**src/rtl/morse_pkg.sv**
```systemverilog
// Shared definitions for the Morse decoder: FSM encoding, symbol limits and
// the (length, pattern) -> letter index lookup.
package morse_pkg;

  typedef enum logic [1:0] {
    ST_IDLE  = 2'd0,
    ST_MARK  = 2'd1,
    ST_SPACE = 2'd2
  } state_t;

  localparam logic [4:0] LETTER_INVALID   = 5'd31;
  localparam int         DOT_MAX_UNITS    = 1;
  localparam int         LETTER_GAP_UNITS = 3;
  localparam int         MAX_ELEMENTS     = 4;
  localparam int         LEN_W            = 3;
  localparam int         PAT_W            = 4;

  // Pattern holds elements with the first one at the MSB of the used bits;
  // 1 = dash. An overflowed symbol is never a letter.
  function automatic logic [4:0] letter_lookup(input logic [LEN_W-1:0] len,
                                               input logic [PAT_W-1:0] pat,
                                               input logic             ovf);
    logic [4:0] idx;
    idx = LETTER_INVALID;
    if (!ovf) begin
      case (len)
        3'd1: idx = pat[0] ? 5'd19 : 5'd4;                 // T / E
        3'd2: begin
          case (pat[1:0])
            2'b00:   idx = 5'd8;                           // I
            2'b01:   idx = 5'd0;                           // A
            2'b10:   idx = 5'd13;                          // N
            default: idx = 5'd12;                          // M
          endcase
        end
        3'd3: begin
          case (pat[2:0])
            3'b000:  idx = 5'd18;                          // S
            3'b001:  idx = 5'd20;                          // U
            3'b010:  idx = 5'd17;                          // R
            3'b011:  idx = 5'd22;                          // W
            3'b100:  idx = 5'd3;                           // D
            3'b101:  idx = 5'd10;                          // K
            3'b110:  idx = 5'd6;                           // G
            default: idx = 5'd14;                          // O
          endcase
        end
        3'd4: begin
          case (pat)
            4'b0000: idx = 5'd7;                           // H
            4'b0001: idx = 5'd21;                          // V
            4'b0010: idx = 5'd5;                           // F
            4'b0100: idx = 5'd11;                          // L
            4'b0110: idx = 5'd15;                          // P
            4'b0111: idx = 5'd9;                           // J
            4'b1000: idx = 5'd1;                           // B
            4'b1001: idx = 5'd23;                          // X
            4'b1010: idx = 5'd2;                           // C
            4'b1011: idx = 5'd24;                          // Y
            4'b1100: idx = 5'd25;                          // Z
            4'b1101: idx = 5'd16;                          // Q
            default: idx = LETTER_INVALID;                 // 0011 0101 1110 1111
          endcase
        end
        default: idx = LETTER_INVALID;
      endcase
    end
    return idx;
  endfunction

endpackage

```
**src/rtl/morse_unit_tick.sv**
```systemverilog
// Morse unit timebase: phase counter 0..UNIT_CYCLES-1 with a tick on the last
// count. A restart pulls the phase back to 0 so units are measured from the
// most recent key edge.
module morse_unit_tick
  import morse_pkg::*;
#(
  parameter int UNIT_CYCLES = 1000
) (
  input  logic clk_i,
  input  logic rst_i,
  input  logic restart_i,
  output logic tick_o
);

  localparam int              PH_W    = (UNIT_CYCLES > 1) ? $clog2(UNIT_CYCLES) : 1;
  localparam logic [PH_W-1:0] PH_LAST = PH_W'(UNIT_CYCLES - 1);

  logic [PH_W-1:0] phase_q, phase_d;

  // Next phase and tick decode; tick is not masked by restart so an edge on
  // the last count still delivers its unit.
  always_comb begin
    tick_o  = (phase_q == PH_LAST);
    phase_d = phase_q + PH_W'(1);
    if (restart_i || tick_o) begin
      phase_d = '0;
    end
  end

  // Phase register.
  always_ff @(posedge clk_i or posedge rst_i) begin
    if (rst_i) phase_q <= '0;
    else       phase_q <= phase_d;
  end

endmodule

```
**src/rtl/morse_decoder.sv**
```systemverilog
// Morse key decoder: synchronises the key, times marks and spaces in units,
// assembles dot/dash elements and emits one letter index per symbol.
//
//   state    | meaning
//   ---------+------------------------------------------------------------
//   ST_IDLE  | no symbol in progress, waiting for a key press
//   ST_MARK  | key held, counting mark units
//   ST_SPACE | key released, counting gap units toward the letter gap
module morse_decoder
  import morse_pkg::*;
#(
  parameter int UNIT_CYCLES = 1000,
  parameter int UNIT_W      = 4
) (
  input  logic       clk_i,
  input  logic       rst_i,
  input  logic       key_i,
  output logic [4:0] letter_o,
  output logic       valid_o,
  output logic       error_o,
  output logic       busy_o
);

  localparam logic [UNIT_W-1:0] UNIT_SAT = {UNIT_W{1'b1}};
  localparam logic [UNIT_W-1:0] DOT_MAX  = UNIT_W'(DOT_MAX_UNITS);
  localparam logic [UNIT_W-1:0] GAP_LAST = UNIT_W'(LETTER_GAP_UNITS - 1);
  localparam logic [LEN_W-1:0]  LEN_MAX  = LEN_W'(MAX_ELEMENTS);

  logic key_meta_q, key_meta_d;
  logic key_s_q, key_s_d;
  logic key_dly_q, key_dly_d;
  logic rise, fall, tick, emit, dash;

  state_t             state_q, state_d;
  logic [UNIT_W-1:0]  mark_units_q, mark_units_d;
  logic [UNIT_W-1:0]  space_units_q, space_units_d;
  logic [LEN_W-1:0]   len_q, len_d;
  logic [PAT_W-1:0]   pat_q, pat_d;
  logic               ovf_q, ovf_d;
  logic [4:0]         letter_q, letter_d;
  logic               valid_q, valid_d;
  logic               error_q, error_d;
  logic [4:0]         letter_lut;

  // Two-flop synchroniser followed by the edge-detect register.
  always_comb begin
    key_meta_d = key_i;
    key_s_d    = key_meta_q;
    key_dly_d  = key_s_q;
    rise       = key_s_q & ~key_dly_q;
    fall       = ~key_s_q & key_dly_q;
  end

  // Key pipeline registers.
  always_ff @(posedge clk_i or posedge rst_i) begin
    if (rst_i) begin
      key_meta_q <= 1'b0;
      key_s_q    <= 1'b0;
      key_dly_q  <= 1'b0;
    end else begin
      key_meta_q <= key_meta_d;
      key_s_q    <= key_s_d;
      key_dly_q  <= key_dly_d;
    end
  end

  morse_unit_tick #(
    .UNIT_CYCLES(UNIT_CYCLES)
  ) u_tick (
    .clk_i    (clk_i),
    .rst_i    (rst_i),
    .restart_i(rise | fall),
    .tick_o   (tick)
  );

  assign emit       = (state_q == ST_SPACE) && tick && (space_units_q == GAP_LAST);
  assign dash       = (mark_units_q > DOT_MAX);
  assign letter_lut = letter_lookup(len_q, pat_q, ovf_q);

  // FSM state register.
  always_ff @(posedge clk_i or posedge rst_i) begin
    if (rst_i) state_q <= ST_IDLE;
    else       state_q <= state_d;
  end

  // FSM next-state; a rise on the emitting tick goes straight to a new mark.
  always_comb begin
    state_d = state_q;
    case (state_q)
      ST_IDLE:  if (rise) state_d = ST_MARK;
      ST_MARK:  if (fall) state_d = ST_SPACE;
      ST_SPACE: begin
        if (emit)      state_d = rise ? ST_MARK : ST_IDLE;
        else if (rise) state_d = ST_MARK;
      end
      default:  state_d = ST_IDLE;
    endcase
  end

  // Symbol datapath: unit counters and element accumulation.
  always_comb begin
    mark_units_d  = mark_units_q;
    space_units_d = space_units_q;
    len_d         = len_q;
    pat_d         = pat_q;
    ovf_d         = ovf_q;
    case (state_q)
      ST_IDLE: begin
        if (rise) begin
          len_d        = '0;
          pat_d        = '0;
          ovf_d        = 1'b0;
          mark_units_d = '0;
        end
      end
      ST_MARK: begin
        if (fall) begin
          pat_d         = {pat_q[PAT_W-2:0], dash};
          space_units_d = '0;
          if (len_q == LEN_MAX) ovf_d = 1'b1;
          else                  len_d = len_q + LEN_W'(1);
        end else if (tick && mark_units_q != UNIT_SAT) begin
          mark_units_d = mark_units_q + UNIT_W'(1);
        end
      end
      ST_SPACE: begin
        if (rise) begin
          mark_units_d = '0;
          if (emit) begin
            len_d = '0;
            pat_d = '0;
            ovf_d = 1'b0;
          end
        end else if (tick && space_units_q != UNIT_SAT) begin
          space_units_d = space_units_q + UNIT_W'(1);
        end
      end
      default: ;
    endcase
  end

  // Datapath registers.
  always_ff @(posedge clk_i or posedge rst_i) begin
    if (rst_i) begin
      mark_units_q  <= '0;
      space_units_q <= '0;
      len_q         <= '0;
      pat_q         <= '0;
      ovf_q         <= 1'b0;
    end else begin
      mark_units_q  <= mark_units_d;
      space_units_q <= space_units_d;
      len_q         <= len_d;
      pat_q         <= pat_d;
      ovf_q         <= ovf_d;
    end
  end

  // FSM outputs: letter and error load on emission and hold otherwise.
  always_comb begin
    valid_d  = emit;
    letter_d = letter_q;
    error_d  = error_q;
    if (emit) begin
      letter_d = letter_lut;
      error_d  = (letter_lut == LETTER_INVALID);
    end
    busy_o = (state_q != ST_IDLE) | valid_q;
  end

  // Registered output stage.
  always_ff @(posedge clk_i or posedge rst_i) begin
    if (rst_i) begin
      letter_q <= LETTER_INVALID;
      valid_q  <= 1'b0;
      error_q  <= 1'b0;
    end else begin
      letter_q <= letter_d;
      valid_q  <= valid_d;
      error_q  <= error_d;
    end
  end

  assign letter_o = letter_q;
  assign valid_o  = valid_q;
  assign error_o  = error_q;

endmodule
```
**config.mk**
```make
export PLATFORM = sky130hd
export DESIGN_NAME = morse_decoder
export DESIGN_NICKNAME = d
export VERILOG_FILES = /design/src/rtl/morse_pkg.sv /design/src/rtl/morse_unit_tick.sv /design/src/rtl/morse_decoder.sv
export SDC_FILE = /design/constraint.sdc
export NUM_CORES = 1
export LEC_CHECK = 0
export ABC_AREA = 0
export BUFFER_PORTS_ARGS = -buffer_cell sky130_fd_sc_hd__buf_2
export CORE_MARGIN = 2
export CORE_UTILIZATION = 40
export CTS_CLUSTER_SIZE = 8
export DETAILED_ROUTE_END_ITERATION = 12
export GPL_TIMING_DRIVEN = 0
export PLACE_DENSITY_LB_ADDON = 0.1
export RECOVER_POWER = 50
export SETUP_SLACK_MARGIN = 0.4
export SLEW_MARGIN = 15
export SYNTH_ARGS = -nofsm -noshare
export SYNTH_HDL_FRONTEND = slang
export SYNTH_HIERARCHICAL = 1
export SYNTH_SLANG_ARGS = --single-unit
```
**constraint.sdc**
```tcl
create_clock -name clk_i -period 3.85 [get_ports clk_i]
set_input_delay 0.385 -clock clk_i [delete_from_list [all_inputs] [get_ports clk_i]]
set_output_delay 0.385 -clock clk_i [all_outputs]
set_load 0.02 [all_outputs]
```
==> results of run 1 <==
-- metal layers --
metal | vias up | track usage, % | wire length, um | share of wire (%)
li1 | 875 | - | - | -
met1 | 836 | 20.64 | 2279 | 48
met2 | 35 | 26.86 | 2256 | 47
met3 | 14 | 3.000 | 119 | 2.5
met4 | 0 | 6.610 | 127 | 2.7
met5 | - | 0 | 0 | 0
-- cells by family (layout without fill, tap and decap cells) --
kind of cell	after synthesis	in the layout	share of synthesized area, %
multiplexers	9	9	4.457
buffers and inverters	24	42	4.981
AO/OA/AOI/OAI	50	50	15.52
XOR/XNOR	8	8	2.936
AND/OR/NAND/NOR	86	86	22.02
flip-flops	38	38	40.12
adder cells (fa/ha/maj)	19	19	9.963
-- worst reg2reg max path: stages (launching register included) --
cell and delay [ns]:
dfrtp_1 0.41, ha_1 0.29, and4bb_4 0.30, and3_2 0.26, and4bb_1 0.28, nand2b_1 0.22, inv_2 0.17, mux2_2 0.35
-- state kept, by name (all words and copies together) (netlist names) --
signal	count
len_q	3
valid_o	1
key_meta_q	1
error_o	1
u_tick/phase_q	10
state_q	2
key_dly_d	1
space_units_q	4
key_dly_q	1
mark_units_q	4
letter_o	5
ovf_q	1
pat_q	4
-- through the flow --
| step | cells | hold WS [ns] |
|---|---|---|
| final | 327 | 0.06084 |
| after global routing | 327 | 0.09496 |
| after CTS | 327 | 0.08693 |
| after detailed placement | 319 | 0.3472 |
| after global placement | 319 | 0.3338 |
| after floorplan | 234 | 0.2252 |
-- area by class of cell --
class	count	area, sq um	share of cell area, %
Buffer	5	47.55	1.780
Clock buffer	6	82.58	3.091
Clock inverter	2	60.06	2.248
Inverter	19	71.32	2.670
Multi-Input combinational cell	172	1310	49.04
Sequential cell	38	957.2	35.83
Tap cell	75	93.84	3.513
Timing Repair Buffer	10	48.80	1.827
-- cell usage after synthesis (2+ instances only) --
cell / count
xnor2_1: 4
nand2b_1: 5
nor2b_1: 6
nor3_1: 3
nand3_1: 12
o21ai_0: 6
a22o_1: 4
inv_1: 18
and2b_1: 2
nand2_1: 11
buf_2: 2
ha_1: 19
mux2_2: 3
a31oi_1: 3
a21o_1: 3
xor2_1: 4
o22ai_1: 2
mux2_1: 2
or3_1: 3
o21ai_1: 7
a21oi_1: 5
dfrtp_1: 33
nor2_1: 18
nand4_1: 6
and4bb_1: 2
mux2i_1: 2
and3_2: 3
dfstp_2: 5
o211ai_1: 3
o21a_1: 2
buf_6: 2
mux2_4: 2
-- power groups by stage --
stage                     clock [W]  combinational, W  sequential, W
after floorplan                   0          0.000231       0.000450
after global placement            0          0.000298       0.000458
after detailed placement          0          0.000295       0.000459
after CTS                  0.000435          0.000297       0.000451
after global routing       0.000451          0.000331       0.000456
final                      0.000426          0.000292       0.000450
-- path summary, 6_finish.rpt --
| path | slack (ns) | end |
|---|---|---|
| setup / recovery | 1.52 | letter_o[3] |
| setup reg to reg | 1.52 | letter_o[3] |
| min in group clk_i | 0.19 | key_meta_q |
| max in group asynchronous | 2.83 | space_units_q[1] |
| hold / removal | 0.06 | u_tick/phase_q[7] |
| hold reg to reg | 0.36 | key_dly_d |
==> results.ini, run 1 <==
[status]
status = complete, no violations

[sta]
worstMarginPinSlew_ns = 1.097
final.setup.tns_ns = 0
finalSetupViolations = 0
timing.final.ws_setup_ns = 1.522
fin_crit_sh_pct = 60.47
slew_viol_final = 0
fmax_mhz = 429.6
hold_viol = 0
fin_skew_ns = 0.005689
maxSlewHeadroom_pct = 26.77
rsz0062_at_grt = no
period_minus_slack_ns = 2.328

[synth]
synthCells = 234
netlist_area_sq_um = 2386
synth-edff-count = 0
synth.top_cell.area_share_pct = 34.61
ys_types = 64
synth.top_cells.by_area = dfrtp_1, ha_1, dfstp_2
async_flop_share_pct = 100.0
synth_warnings = 6
synth_ff_type = dfrtp_1
yosys.area.top_type = dfrtp_1
synth_seq_area_share_pct = 40.12
ys_seq_elements = 38
avgSynthCellArea_sq_um = 10.20
synth_nets = 256

[floorplanning]
pin_count = 11
start_util_pct = 40.78
die_y_um = 81.24
core-area_sq_um = 5851
fp-row-count = 28
chipWidth_um = 81.24
dieArea_sq_um = 6599

[pwr]
p_leak_nw = 1.197
internal_power_w = 0.0008169
netSwitchingFraction_pct = 30.07
power.switching_w = 0.0003512
p_per_area_nw_per_um2 = 437.3
comb_power_share_pct = 25.0
ir_drop_v = 0.0002176
total_power_w = 0.001168
p_clk_share_pct = 36.4
seq_power_share_pct = 38.6

[grt]
grt.total_usage_pct = 16.15
antenna_found_initial = 0
grt_pass1_vias = 1688
grt_max_degree = 29
grt_pass1_wl_um = 8100
grt_overflow = 0

[route]
vias = 1760
post-route-drc-count = 0
vias_per_cell = 5.382
firstDrtPassIters = 5
drt_first_iter_violations = 101
detail-route-antenna-nets = 0
post_drt_wl_per_cell_um = 14.63
routed_wl_um = 4783

[job]
maxCapViolations = 0

[cts]
cts_resized = 0
cts_buffers = 5
clkTransAtPathRegs_ns = 0.08
cts-root-buf = clkbuf_8
cts_setup_buffers = 0
cts_max_level = 2
clock_path_buffers = 2
ctsHoldBuffers = 0
cts_sinks = 38
tritoncts = built
insertion_delay_ns = 0.29

[worst_hold_path]
hp-class = in2async

[worst_setup_path]
crit_family = simple AND/OR/NAND/NOR gates
reg2reg_depth = 7
critPathMaxFanout = 6
start_kind = register
crit_start = u_tick/phase_q[0]
required_ns = 4.08
worstSetupEndpointType = register
path_cells = ha_1, and4bb_4, and3_2, and4bb_1, nand2b_1, inv_2, mux2_2
crit_type = reg2reg
r2r-start = u_tick/phase_q[0]
path_buf_inv = 1
worstSetupPathDepth = 7
slowest_delay_ns = 0.41
crit_path_top_delay_cell = dfrtp_1
cp.arrival_ns = 2.55

[placement]
place.gp.congestion = 0.8659
dp_hpwl_um = 3442
io_buffers = 10
dpl_cell_area_sq_um = 2530
dp_slack_ns = 1.532

[cells_and_area]
layout-drive-gt1-share_pct = 18.25
final_cell_mix = dfrtp_1, ha_1, inv_1, nor2_1, nand3_1
antenna_cells = 0
utilization_pct = 45.66
final_nets = 273
fillers = 557
syn2layout_area_growth_pct = 11.96
layout_commonest_cell = dfrtp_1
fin_area_sq_um = 2671

(Power assumes the default switching activity.)
==> run 2: changes to the inputs <==
Settings changed: ABC_AREA 0 to 1.
Clock period 3.85 ns to 2.1 ns, I/O delays scaled along.
==> run 2 against run 1 <==
Compared with the run above: clock skew fell by 0.0011 ns; sequential share of layout area fell by 3.7 points; via count rose by 15%; critical endpoint is now error_o; largest power group is now combinational cells; highest routed layer unchanged.
==> results.ini, run 2 <==
[status]
status = complete, no violations

[pwr]
ir_drop_v = 0.0005202
p_per_area_nw_per_um2 = 970.2
p_leak_nw = 1.502

[route]
post-route-drc-count = 0
post_drt_wl_per_cell_um = 12.16
firstDrtPassIters = 4
vias = 2018
vias_per_cell = 4.748
routed_wl_um = 5166
drt_first_iter_violations = 117
detail-route-antenna-nets = 0

[synth]
async_flop_share_pct = 100.0
synthMuxAreaShare_pct = 0.4505
synth-xor-area-share_pct = 1.752
synth.top_cells.by_area = dfrtp_1, nand2_1, ha_1
synthCells = 315
yosys.area_share.simple_pct = 33.88
synth_fa_ha_area_share_pct = 9.510
synth_top_family_by_area = simple AND/OR/NAND/NOR gates
synth_ff_type = dfrtp_1
synth_nets = 337
synth_compound_area_share_pct = 7.958
ys_seq_elements = 38
ys_top_cells_by_count = nand2_1, inv_1, dfrtp_1
synth.top_cell.area_share_pct = 33.03
ys_types = 32
yosys.area.top_type = dfrtp_1
netlist_area_sq_um = 2500
synth-edff-count = 0
synth_seq_area_share_pct = 38.29
yosysMostFrequentCell = nand2_1
avgSynthCellArea_sq_um = 7.936
synth_warnings = 6

[sta]
fmax_mhz = 576.4
period_minus_slack_ns = 1.735
slew_viol_final = 0
rsz0062_at_grt = yes
hold_slack_ns = 0.02407
final.setup.tns_ns = 0
finalSetupViolations = 0
fin_skew_ns = 0.004622
worstMarginPinSlew_ns = 1.101
fin_crit_sh_pct = 82.61
hold_viol = 0
maxSlewHeadroom_pct = 26.53

[cells_and_area]
antenna_cells = 0
final_cell_mix = nand2_1, inv_1, dfrtp_1, nor2_1, nand3_1
fillers = 576
regMostFlops = u_tick/phase_q
syn2layout_area_growth_pct = 19.92
final_nets = 371
utilization_pct = 50.04
stdcell_count = 425
layout-drive-gt1-share_pct = 29.14
largest_reg_flops = 10
layout_commonest_cell = nand2_1

[grt]
grt.total_usage_pct = 15.18
grt_max_degree = 29
grt_pass1_wl_um = 8714
grt_pass1_vias = 1932
grt_overflow = 0
antenna_found_initial = 0

[cts]
cts-root-buf = clkbuf_8
clkTransAtPathRegs_ns = 0.08
cts_sinks = 38
clock_path_buffers = 2
tritoncts = built
insertion_delay_ns = 0.29
cts_max_level = 2
cts_buffers = 5

[floorplanning]
pin_count = 11
chipWidth_um = 83.06
dieArea_sq_um = 6898
start_util_pct = 41.73
fp-row-count = 28
core-area_sq_um = 5991
die_y_um = 83.06

[worst_setup_path]
required_ns = 2.33
start_kind = register
crit_type = reg2reg
r2r-start = u_tick/phase_q[0]
reg2reg_depth = 13
worstSetupEndpointType = register
crit_start = u_tick/phase_q[0]
critPathMaxFanout = 4
cp.arrival_ns = 1.97
r2r_end = error_o
reg2reg_slack_ns = 0.37
crit_end = error_o

[worst_hold_path]
hp-class = in2reg
min-delay-start = key_i

[placement]
place.gp.congestion = 0.8180
io_buffers = 10
dp.cells = 400
dp_hpwl_um = 3646

[job]
maxCapViolations = 0

==> run 2: logic make-up after synthesis <==
| logic type | after synthesis |
|---|---|
| DFF | 38 |
| AOI/OAI and AO/OA | 35 |
| and+or+nand+nor | 165 |
| muxes | 1 |
| xor gates and xnor gates | 5 |
| buffers and inverters | 52 |
| adders and majority gates | 19 |
==> run 2: final cells by class <==
cell class              instances  area (sq um)  area share (%)
multi-input cells             225          1449           48.33
flip-flops and latches         38         962.2           32.10
repair buffers                 27         191.4           6.386
inverters                      50         190.2           6.344
well taps                      75         93.84           3.130
clock buffers                   6         82.58           2.755
plain buffers                   2         16.27          0.5426
clock inverters                 2         12.51          0.4174
==> run 2: worst max-delay path, stage by stage, from the launching register on <==
cell and delay [ns]:
dfrtp_1 0.37, ha_2 0.19, nand2_2 0.06, inv_2 0.07
nand2_2 0.07, nor3_4 0.22, nand2_4 0.10, nor2_8 0.13
buf_6 0.12, buf_6 0.10, nand2_4 0.04, nor2_1 0.08
nand2_1 0.07, nand2_1 0.05
==> run 2: timing repair <==
action | 4_1_cts | 5_1_grt
pin swaps | 4 | 10
endpoints found under the setup margin | 19 | 23
resized for setup | 8 | 39
cloned | 0 | 0
hold buffers | 1 | 0
hold endpoints to repair | 10 | 0
buffers inserted | 10 | 6
==> run 2: worst min-delay path by stage <==
stage                              to  slack, ns  cells after the start
finish                     key_meta_q       0.02                      1
global route               key_meta_q       0.01                      1
CTS                        key_meta_q       0.01                      1
detailed placement  u_tick/phase_q[7]       0.23                      2
global placement    u_tick/phase_q[7]       0.22                      2
floorplan           u_tick/phase_q[0]       0.05                      1
==> run 2: metrics by stage <==
step                cell area [sq um]  worst slack, ns  power [W]
floorplan                        2511           0.4020   0.001987
global placement                 2655           0.1723   0.002272
detailed placement               2655           0.1595   0.002284
CTS                              2856           0.2795   0.002851
global route                     2998           0.2474   0.003158
finish                           2998           0.3652   0.002908
==> run 2: power by group <==
group / leakage [nW] / switching, W / internal [W]
sequential: 0.489 / 0.000134 / 0.000845
clock: 0.0472 / 0.000268 / 0.000264
combinational: 0.966 / 0.000913 / 0.000485
total: 1.50 / 0.00131 / 0.00159
==> run 2: routing by layer <==
| layer | wire length [um] | vias up | track usage (%) | part of all wire (%) |
|---|---|---|---|---|
| met5 | 0 | - | 0 | 0 |
| met4 | 58 | 0 | 3.875 | 1.1 |
| met3 | 157 | 6 | 3.579 | 3.0 |
| met2 | 2345 | 25 | 25.00 | 45 |
| met1 | 2605 | 918 | 20.13 | 50 |
| li1 | - | 1069 | - | - |
==> run 3: changes to the inputs <==
Clock period 2.1 ns to 1.4 ns, I/O delays scaled along.
==> run 3 against run 2 <==
Compared with the run above: the flow now finishes with violations (negative setup slack); register-to-register slack got worse by 0.69 ns; die area did not move; clock power rose by 120%; total power rose by 80%; clock skew rose by 0.0036 ns; clock-buffer cell count did not move; first-iteration DRC count fell by 26%; largest power group unchanged.
==> results.ini, run 3 (synthesis results as in run 2) <==
[pwr]
comb_power_share_pct = 49.0
netSwitchingFraction_pct = 42.12
p_leak_nw = 1.713
total_power_w = 0.005234
ir_drop_v = 0.0008879
internal_power_w = 0.003029
seq_power_share_pct = 28.4
power.switching_w = 0.002205
p_per_area_nw_per_um2 = 1503
p_clk_share_pct = 22.7

[sta]
timing.final.ws_setup_ns = -0.3266
hold_viol = 0
rsz0062_at_grt = yes
maxSlewHeadroom_pct = 53.83
period_minus_slack_ns = 1.727
fmax_mhz = 579.2
final.setup.tns_ns = -6.414
worstMarginPinSlew_ns = 0.6887
slew_viol_final = 0
finalSetupViolations = 33
fin_skew_ns = 0.008197
fin_crit_sh_pct = 123.3

[worst_setup_path]
start_kind = register
slowest_delay_ns = 0.36
path_buf_inv = 1
crit_type = reg2reg
r2r-start = u_tick/phase_q[1]
required_ns = 1.59
crit_path_top_delay_cell = dfrtp_1
critPathMaxFanout = 5
path_cells = ha_2, nand2_4, inv_4, nand2_4, nor3_4, nand2_4, nor2_8, nor2_4, nor2_8, nand2_4, o21ai_2, nand2_1
reg2reg_slack_ns = -0.33
crit_family = simple AND/OR/NAND/NOR gates
cp.arrival_ns = 1.92
worstSetupEndpointType = register
r2r_end = ovf_q
reg2reg_depth = 12
worstSetupPathDepth = 12
crit_path_frequent_cell = nand2_4
crit_start = u_tick/phase_q[1]
crit_end = ovf_q

[worst_hold_path]
holdPathStages = 0
min-delay-start = key_meta_q
hp-class = reg2reg

[placement]
dp_slack_ns = -0.4987
dp_hpwl_um = 3642
place.gp.congestion = 0.8256
dp.cells = 400
io_buffers = 10

[cts]
cts_max_level = 2
tritoncts = built
cts-root-buf = clkbuf_8
cts_buffers = 5
insertion_delay_ns = 0.30
cts_sinks = 38
clock_path_buffers = 2
clkTransAtPathRegs_ns = 0.08

[grt]
grt_max_degree = 29
grt_overflow = 0
grt_pass1_vias = 2078
grt.total_usage_pct = 16.90
antenna_found_initial = 0
grt_pass1_wl_um = 9604

[cells_and_area]
stdcell_count = 448
largest_reg_flops = 10
regMostFlops = u_tick/phase_q
final_cell_mix = nand2_1, inv_1, dfrtp_1, buf_4, nor2_1
antenna_cells = 0
layout_commonest_cell = nand2_1
layout-drive-gt1-share_pct = 41.55
syn2layout_area_growth_pct = 39.34
final_nets = 394

[route]
detail-route-antenna-nets = 0
routed_wl_um = 5822
post-route-drc-count = 0
vias = 2191
post_drt_wl_per_cell_um = 13.00
vias_per_cell = 4.891
drt_first_iter_violations = 86
firstDrtPassIters = 4

[floorplanning]
fp-row-count = 28
chipWidth_um = 83.06
die_y_um = 83.06
core-area_sq_um = 5991
pin_count = 11
start_util_pct = 41.73
dieArea_sq_um = 6898

[job]
maxCapViolations = 0

[status]
violations = negative setup slack
status = finished with violations

run 3: per-stage QoR:
| step | area, sq um | utilization (%) | hold WS (ns) |
|---|---|---|---|
| 2_1_floorplan | 2531 | - | -0.01982 |
| 3_3_place_gp | 2675 | 44.65 | 0.1451 |
| 3_5_place_dp | 2675 | 44.65 | 0.1506 |
| 4_1_cts | 3176 | 53.01 | 0.3581 |
| 5_1_grt | 3483 | 58.15 | 0.3731 |
| 6_report | 3483 | 58.15 | 0.3553 |
run 3: how the worst min path moves through the flow:
stage / end / slack, ns
final: key_dly_d / 0.36
after global placement: u_tick/phase_q[7] / 0.15
after global routing: key_dly_d / 0.37
after CTS: key_dly_d / 0.36
after detailed placement: u_tick/phase_q[7] / 0.15
after floorplan: u_tick/phase_q[0] / -0.02
run 3: power by group through the flow:
stage	combinational, W	clock (W)	sequential, W
2_1_floorplan	0.00155	0	0.00143
3_3_place_gp	0.00193	0	0.00148
3_5_place_dp	0.00193	0	0.00148
4_1_cts	0.00214	0.00121	0.00147
5_1_grt	0.00289	0.00125	0.00151
6_report	0.00256	0.00119	0.00148
run 3: final cells by class:
cell class / count / area [sq um]
Fill cell: 510 / 2507
Multi-Input combinational cell: 226 / 1608
Inverter: 50 / 211.5
Tap cell: 75 / 93.84
Sequential cell: 38 / 962.2
Clock inverter: 2 / 60.06
Timing Repair Buffer: 48 / 440.4
Clock buffer: 6 / 82.58
Buffer: 2 / 20.02
Timing Repair inverter: 1 / 5.005
run 3: layer usage:
layer	part of all wire (%)	global-route usage, %	wire [um]	vias to the layer above
li1	-	-	-	1120
met1	46	21.96	2677	1026
met2	49	28.15	2861	32
met3	3.0	3.082	174	13
met4	1.9	6.110	108	0
met5	0	0	0	-
run 3: what timing repair did:
| item | CTS | global route |
|---|---|---|
| hold buffers | 2 | 0 |
| pin swaps | 18 | 15 |
| endpoints found under the setup margin | 41 | 66 |
| buffers inserted | 19 | 17 |
| gates resized for setup | 54 | 53 |
| hold endpoints to repair | 34 | 0 |
| cloned | 1 | 1 |
